===== src/rtl/svm_gate_sequencer.sv =====
// Space-vector gate sequencer: decodes SVM sector/vector strobes into a
// target switch vector and drives complementary per-phase gate pairs with
// dead-time insertion, enable gating and a sticky fault shutdown.
// Bit [i] of every 3-bit vector belongs to phase i+1. Vectors written as
// "abc" in SVM notation map to {c, b, a}, so "110" is 3'b011 here.
module svm_gate_sequencer #(
  parameter int DEAD_W    = 8,
  parameter int DEAD_TIME = 16   // legal range 1 .. 2**DEAD_W-1
) (
  input  logic       CLK,
  input  logic       RST,
  input  logic [2:0] SECTOR,
  input  logic       U_0,
  input  logic       U_1,
  input  logic       U_2,
  input  logic       U_7,
  input  logic       ENABLE,
  input  logic       FAULT,
  input  logic       CLEAR,
  output logic [2:0] HIGH,
  output logic [2:0] LOW,
  output logic [2:0] STATE,
  output logic       BUSY,
  output logic       FAULT_LATCHED,
  output logic       SECTOR_ERR
);

  typedef enum logic [1:0] {
    PH_OFF    = 2'd0,
    PH_DRV_LO = 2'd1,
    PH_DRV_HI = 2'd2,
    PH_DEAD   = 2'd3
  } phase_e;

  // Counter value loaded on DEAD entry; the phase leaves DEAD on the edge
  // where the counter reads zero, giving exactly DEAD_TIME idle cycles.
  localparam logic [DEAD_W-1:0] DEAD_LOAD = DEAD_W'(DEAD_TIME - 1);
  localparam logic [DEAD_W-1:0] DEAD_ONE  = DEAD_W'(1);

  logic [2:0]        target_q, target_d;
  logic              sector_err_q, sector_err_d;
  logic              fault_latched_q, fault_latched_d;
  logic              run_ok;
  phase_e            ph_q   [3];
  phase_e            ph_d   [3];
  logic [DEAD_W-1:0] cnt_q  [3];
  logic [DEAD_W-1:0] cnt_d  [3];
  logic [2:0]        dead;

  // Active vectors per sector: second=0 -> U_1 vector, second=1 -> U_2 vector.
  function automatic logic [2:0] active_vector(input logic [2:0] sector,
                                               input logic       second);
    logic [2:0] v;
    case (sector)
      3'd0:    v = second ? 3'b011 : 3'b001;  // 110 / 100
      3'd1:    v = second ? 3'b011 : 3'b010;  // 110 / 010
      3'd2:    v = second ? 3'b110 : 3'b010;  // 011 / 010
      3'd3:    v = second ? 3'b110 : 3'b100;  // 011 / 001
      3'd4:    v = second ? 3'b101 : 3'b100;  // 101 / 001
      3'd5:    v = second ? 3'b101 : 3'b001;  // 101 / 100
      default: v = 3'b000;
    endcase
    return v;
  endfunction

  // Target decode with strobe priority U_7 > U_0 > U_2 > U_1; no strobe holds.
  always_comb begin
    // NOTE: every combinational output gets a default first so no path
    // leaves it unassigned, which would otherwise infer a latch.
    target_d     = target_q;
    sector_err_d = 1'b0;
    if (U_7) begin
      target_d = 3'b111;
    end else if (U_0) begin
      target_d = 3'b000;
    end else if (U_2 || U_1) begin
      if (SECTOR[2:1] != 2'b11) begin
        target_d = active_vector(SECTOR, U_2);
      end else begin
        sector_err_d = 1'b1;
      end
    end
  end

  // Sticky fault: FAULT sets it, CLEAR only wins while FAULT is low.
  always_comb begin
    fault_latched_d = FAULT | (fault_latched_q & ~CLEAR);
    // Using the next flag value lets a fault kill the gates on the same edge
    // the flag is set, and a clear restart dead time on the edge it clears.
    run_ok          = ENABLE & ~fault_latched_d;
  end

  // Per-phase next-state and dead-time counter; each phase runs independently.
  always_comb begin
    for (int i = 0; i < 3; i++) begin
      ph_d[i]  = ph_q[i];
      cnt_d[i] = cnt_q[i];
      if (!run_ok) begin
        ph_d[i]  = PH_OFF;
        cnt_d[i] = '0;
      end else begin
        case (ph_q[i])
          PH_OFF: begin
            ph_d[i]  = PH_DEAD;
            cnt_d[i] = DEAD_LOAD;
          end
          PH_DRV_LO: begin
            if (target_q[i]) begin
              ph_d[i]  = PH_DEAD;
              cnt_d[i] = DEAD_LOAD;
            end
          end
          PH_DRV_HI: begin
            if (!target_q[i]) begin
              ph_d[i]  = PH_DEAD;
              cnt_d[i] = DEAD_LOAD;
            end
          end
          PH_DEAD: begin
            // Target changes inside the window are ignored until it expires;
            // the level is chosen from the target seen on the final cycle.
            if (cnt_q[i] == '0) begin
              ph_d[i] = target_q[i] ? PH_DRV_HI : PH_DRV_LO;
            end else begin
              cnt_d[i] = cnt_q[i] - DEAD_ONE;
            end
          end
          default: begin
            ph_d[i]  = PH_OFF;
            cnt_d[i] = '0;
          end
        endcase
      end
    end
  end

  // State registers; asynchronous reset returns every phase to OFF.
  always_ff @(posedge CLK or posedge RST) begin
    // NOTE: sequential state uses non-blocking assignments so all flops
    // sample their inputs from the same pre-edge values.
    if (RST) begin
      target_q        <= 3'b000;
      sector_err_q    <= 1'b0;
      fault_latched_q <= 1'b0;
      // NOTE: the dead-time counters are small flop arrays, not memories,
      // so they are reset alongside the FSM state.
      for (int i = 0; i < 3; i++) begin
        ph_q[i]  <= PH_OFF;
        cnt_q[i] <= '0;
      end
    end else begin
      target_q        <= target_d;
      sector_err_q    <= sector_err_d;
      fault_latched_q <= fault_latched_d;
      for (int i = 0; i < 3; i++) begin
        ph_q[i]  <= ph_d[i];
        cnt_q[i] <= cnt_d[i];
      end
    end
  end

  // Gate outputs decoded from registered state: HIGH and LOW are never
  // asserted together because each comes from a distinct state encoding.
  always_comb begin
    for (int i = 0; i < 3; i++) begin
      HIGH[i] = (ph_q[i] == PH_DRV_HI);
      LOW[i]  = (ph_q[i] == PH_DRV_LO);
      dead[i] = (ph_q[i] == PH_DEAD);
    end
    STATE         = HIGH;
    BUSY          = |dead;
    FAULT_LATCHED = fault_latched_q;
    SECTOR_ERR    = sector_err_q;
  end

endmodule


===== config.mk =====
export PLATFORM = sky130hd
export DESIGN_NAME = svm_gate_sequencer
export DESIGN_NICKNAME = d
export VERILOG_FILES = /design/src/rtl/svm_gate_sequencer.sv
export SDC_FILE = /design/constraint.sdc
export NUM_CORES = 1
export LEC_CHECK = 0
export ABC_AREA = 1
export BUFFER_PORTS_ARGS = -buffer_cell sky130_fd_sc_hd__buf_2
export CAP_MARGIN = 25
export CORE_MARGIN = 3
export CORE_UTILIZATION = 45
export DETAILED_ROUTE_END_ITERATION = 12
export GPL_ROUTABILITY_DRIVEN = 0
export GPL_TIMING_DRIVEN = 0
export PLACE_DENSITY = 0.66
export SLEW_MARGIN = 10
export SYNTH_ARGS = -nofsm -noshare
export SYNTH_HDL_FRONTEND = slang
export SYNTH_SLANG_ARGS = --single-unit

===== constraint.sdc =====
create_clock -name CLK -period 1.5 [get_ports CLK]
set_input_delay 0.15 -clock CLK [delete_from_list [all_inputs] [get_ports CLK]]
set_output_delay 0.15 -clock CLK [all_outputs]
set_load 0.1 [all_outputs]

**Yosys cells after proc, flatten, opt, wreduce, memory -nomap -nowiden**

Index checks and enable logic that the tools add are counted.

- Add/sub/neg operators: 3
- Equality and inequality tests: 27
- Bitwise gates (word level): 5
- Multiplexer cells: 48
- Div/mod/pow operators: 0
- Reductions and logical operators: 18
- Magnitude comparators: 0
- Multiply operators: 0
- Shift operators: 0

Operator list:

| operator | number |
|---|---|
| $mux W8 | 12 |
| $pmux W8 S4 | 3 |
| $mux W2 | 17 |
| $ne A3 B3 Y1 const B | 9 |
| $logic_not A8 Y1 | 3 |
| $pmux W2 S4 | 3 |
| $sub A8 B1 Y8 const B | 3 |
| $mux W3 | 6 |
| $pmux W3 S6 | 1 |
| $reduce_and A3 Y1 | 6 |
| $eq A2 B2 Y1 const B | 6 |
| $ne A3 B2 Y1 const B | 3 |
| $eq A2 B1 Y1 const B | 3 |
| $eq A3 B2 Y1 const B | 2 |
| $eq A3 B3 Y1 const B | 2 |
| $logic_not A2 Y1 | 3 |
| $mux W1 | 6 |
| $reduce_bool A3 Y1 | 2 |
| $eq A3 B1 Y1 const B | 1 |
| $logic_not A3 Y1 | 1 |
| $reduce_or A3 Y1 | 1 |
| $and A1 B1 Y1 | 2 |
| $ne A2 B2 Y1 const B | 1 |
| $not A1 Y1 | 2 |
| other kinds (3) | 3 |

- ROM bits: 0
- Input bits: 12
- Word-level logic and storage cells: 110
- Register bits after elaboration: 35
- RAM bits: 0
- Memories kept: 0
- Bits in latches: 0

**Depth between registers and ports, before layout**

- Depth in word-level cells: 7
- Depth in mapped cells: 11
- Depth with buffers taken out: 10

**Least setup slack after synthesis**

Ideal clock, no wire load.

- Path type: register to register
- Start point: register ph_q[3] (netlist name)
- End point: register cnt_q[12] (netlist name)
- Data arrival time: 2.373 ns
- Setup slack: -0.956 ns
- Stages on the path, launching flop included: 9
- Cells stage by stage: dfrtp_1 -> nor2_1 -> nand2_1 -> nand2_1 -> nand2_4 -> nand2_4 -> buf_6 -> nand2_1 -> o21ai_0

- Word-level cells in the longest chain between the ends: 3
- Elaborated cells on any way between the ends: 10
- Classes of those cells: 6 x eq/ne; 2 x mux; 2 x reduce/logical

Ends and longest elaborated chain:

| item | RTL line | text |
|---|---|---|
| from (decl) | 44 | `phase_e ph_q [3];` |
| from (signal, indexed assignment) | 156 | `ph_q[i] <= ph_d[i];` |
| $eq A2 B1 Y1 * | - |  |
| net LOW[1] | 21 | `output logic [2:0] LOW,` |
| $pmux W8 S4 / $ne A3 B3 Y1 (equally long branches) | - |  |
| $mux W8 / $reduce_and A3 Y1 (equally long branches) | - |  |
| to (signal, indexed assignment) | 157 | `cnt_q[i] <= cnt_d[i];` |
| to (decl) | 46 | `logic [DEAD_W-1:0] cnt_q [3];` |

Mark *: on every way through the listed nets, which the timed path passes. The rest lies on a longest branch.
A chain may end at the register's enable or synchronous reset.

**Final worst setup path**

- Start point: register ph_q[5] (netlist name)
- End point: output BUSY

- Word-level cells in the longest chain between the ends: 2

Ends and longest elaborated chain:

| item | RTL line | text |
|---|---|---|
| $eq A2 B2 Y1 | 168 | `dead[i] = (ph_q[i] == PH_DEAD);` |
| $reduce_or A3 Y1 | 171 | `BUSY = \|dead;` |
| to (decl) | 23 | `output logic BUSY,` |

No other way between the ends.

==> run_results.csv <==
group,metric,value,unit
run_status,status,"finished with violations",
run_status,violations,"negative hold slack",
global_routing,grt_pass1_vias,1782,
sta,slew_violations,0,
worst_setup_path,start_kind,"flip-flop",
finish,layout.nets,359,
worst_setup_path,slowest_delay,0.45,ns
yosys,mappedNetlistArea,2190,um2
clocking,cts_buffers,5,
floorplan,ios,24,
sta,setup_violations,0,
clocking,cts_root_buf,"clkbuf_8",
sta,period_share,0.955,
finish,drive_gt1_frac,0.281,
clocking,path_clk_slew,0.07,ns
finish,postLayoutCoreUtil,0.604,
yosys,yosysWarnings,0,
global_routing,grt_util_met2,0.279,
floorplan,die_y,75.8,um
global_routing,grt_pass1_wl,7860,um
sta,holdWs,-0.0285,ns
drt,remaining_drc_errors,0,
yosys,synth_nets,321,
global_routing,top_usage_layer,"met2",
power_and_ir_drop,powerDensity,866,nW/um2
floorplan,die_area,5750,um2
power_and_ir_drop,p_leak,1.39,nW
worst_hold_path,hp-class,"in2async",
job,drv_cap,0,
finish,antenna_cells,0,
floorplan,die_w,75.8,um
worst_setup_path,reg2reg_slack,0.07,ns
drt,via_per_inst,4.87,
worst_setup_path,path_cells,"nand2_2, nand3_1, buf_8",
floorplan,row_count,24,
drt,via_count,1997,
yosys,syn_inst,306,
sta,rsz0062_at_grt,"yes",
drt,postRouteAntennaNets,0,
sta,skew,0.00466,ns
sta,slew_headroom,0.510,
drt,post_drt_wl_per_cell,11.3,um
global_routing,antenna_found_initial,0,
power_and_ir_drop,power,2.37,mW
worst_setup_path,worstSetupEndpointType,"output pin",
global_routing,grt_max_degree,36,
worst_setup_path,path_delay_family,"flip-flops",
floorplan,start_util,0.484,
worst_setup_path,critPathSlowestCell,"dfrtp_2",
worst_setup_path,cp_data_arrival_time,1.28,ns
drt,wl,4620,um
worst_setup_path,crit_buf_inv,1,
placed_design,io_buffers,23,
sta,min_period,1.43,ns
global_routing,track_usage,0.181,
yosys,syn_avg_cell_area,7.17,um2
sta,tightest_slew,0.733,ns
clocking,clock-sinks,35,
yosys,seq_area_frac_synth,0.399,
floorplan,coreArea,4530,um2
finish,syn_to_final_growth,24.8,%
yosys,synth_cell_types,26,
clocking,cts_tree,"yes",
yosys,ys_ff_latch,35,
global_routing,grt_use_met1,0.237,
drt,firstDrtPassIters,4,
drt,initialDrtViolationCount,87,
placed_design,dp_hpwl,3160,um
sta,hold_violations,35,
clocking,cts.path.max_buffers,2,
worst_setup_path,required,1.35,ns
global_routing,grtUsageMet3,0.0686,
global_routing,grt_overflow_total,0,
clocking,clock_latency,0.30,ns
clocking,h-tree-depth,2,
power_and_ir_drop,max-vdd-ir-drop,630,uV
worst_setup_path,path_class,"reg2out",
sta,fmax,698,MHz
worst_setup_path,path_max_fanout,6,
==> where the power goes <==
part           total, mW  internal [mW]  switching [mW]
clock              0.770          0.419           0.351
combinational      0.572          0.186           0.385
sequential          1.03          0.985          0.0428
==> area by class of cell <==
cell class | count | area [um2]
Timing Repair Buffer | 32 | 226
Sequential cell | 35 | 880
Fill cell | 405 | 1800
Multi-Input combinational cell | 218 | 1210
Inverter | 45 | 171
Buffer | 7 | 71.3
Clock buffer | 8 | 100
Tap cell | 65 | 81.3
==> flip-flops by register name, indices dropped and copies added (netlist names) <==
register and cells:
cnt_q 24, ph_q 6, target_q 3, FAULT_LATCHED 1, SECTOR_ERR 1
==> repair_timing <==
action | 4_1_cts | 5_1_grt
buffers inserted | 0 | 8
hold buffers | 0 | 0
pin swaps | 0 | 5
setup endpoints to repair | 30 | 32
resized for setup | 19 | 27
gates cloned | 0 | 1
==> metrics by stage <==
step / cells / area, um2 / TNS [ns] / worst slack, ns
6_report: 410 / 2740 / 0 / 0.0674
5_1_grt: 410 / 2740 / -0.201 / -0.0427
4_1_cts: 402 / 2590 / 0 / 0.0000107
3_5_place_dp: 394 / 2440 / -0.318 / -0.104
3_3_place_gp: 394 / 2440 / -0.275 / -0.0950
2_1_floorplan: 306 / 2250 / -2.63 / -0.127
==> logic make-up (layout without fill, tap and decap cells) <==
group                      Yosys count  count (layout)  share of synthesized area
xor gates and xnor gates             9               9                     0.0359
adders and majority gates            3               3                     0.0171
and+or+nand+nor                    153             153                      0.305
AOI/OAI and AO/OA                   53              53                      0.130
buffers and inverters               53              92                      0.113
DFF                                 35              35                      0.399
==> worst register-to-register path: stages, from the launching register on <==
cell	delay (ns)
dfrtp_1	0.39
inv_2	0.11
ha_4	0.17
nand3_4	0.10
nor2_1	0.11
nand2_1	0.10
nand2_2	0.13
buf_6	0.13
nand2_1	0.04
o21ai_0	0.06
==> metal layers <==
metal  vias up  share of wire
li1       1053              -
met1       902           0.49
met2        36           0.44
met3         6          0.052
met4         0          0.012
met5         -              0
==> cells in the mapped netlist <==
library cell / count / area share
nand2_1: 87 / 0.15
inv_1: 43 / 0.074
dfrtp_1: 35 / 0.40
nor2_1: 29 / 0.050
o21ai_0: 27 / 0.062
nand3_1: 19 / 0.043
o21ai_1: 11 / 0.025
xor2_1: 9 / 0.036
a21oi_1: 8 / 0.018
buf_6: 5 / 0.026
nand2_2: 5 / 0.014
nand4_1: 5 / 0.014
a22oi_1: 3 / 0.010
buf_4: 3 / 0.010
ha_1: 3 / 0.017
inv_2: 2 / 0.0034
nand2_4: 2 / 0.010
or2_2: 2 / 0.0057
a21oi_2: 1 / 0.0040
nand3_2: 1 / 0.0046
nand3_4: 1 / 0.0080
nor3_1: 1 / 0.0023
nor3b_1: 1 / 0.0034
o211ai_1: 1 / 0.0034
o21ai_2: 1 / 0.0040
o21bai_1: 1 / 0.0034
==> placed cells by master (no fill, tap or decap), types with 2 or more instances in the layout <==
| cell type | synthesis | routed |
|---|---|---|
| nand2_1 | 87 | 78 |
| inv_1 | 43 | 34 |
| dfrtp_1 | 35 | 32 |
| nor2_1 | 29 | 21 |
| o21ai_0 | 27 | 18 |
| o21ai_1 | 11 | 18 |
| nand3_1 | 19 | 18 |
| buf_4 | 3 | 16 |
| nand2_2 | 5 | 14 |
| buf_2 | 0 | 13 |
| inv_2 | 2 | 10 |
| xor2_1 | 9 | 9 |
| buf_6 | 5 | 8 |
| a21oi_1 | 8 | 8 |
| nor2_4 | 0 | 7 |
| clkbuf_8 | 0 | 7 |
| nand4_1 | 5 | 5 |
| dfrtp_2 | 0 | 3 |
| a22oi_1 | 3 | 3 |
| nand3_4 | 1 | 2 |
| nand2_4 | 2 | 2 |
| o21ai_2 | 1 | 2 |
| or2_2 | 2 | 2 |
| ha_4 | 0 | 2 |
==> worst paths after layout <==
check / start / end / cells after the start
worst max register to register: cnt_q[16]$_DFFE_PP0P_ / cnt_q[19]$_DFFE_PP0P_ / 9
worst min register to register: cnt_q[15]$_DFFE_PP0P_ / cnt_q[15]$_DFFE_PP0P_ / 2
worst min-delay path: RST / FAULT_LATCHED$_DFF_PP0_ / 2
max in group asynchronous: RST / ph_q[5]$_DFFE_PP0P_ / 2
min in group CLK: FAULT / FAULT_LATCHED$_DFF_PP0_ / 3
worst max-delay path: ph_q[5]$_DFFE_PP0P_ / BUSY / 3
Power figures use the tool's default switching activity.
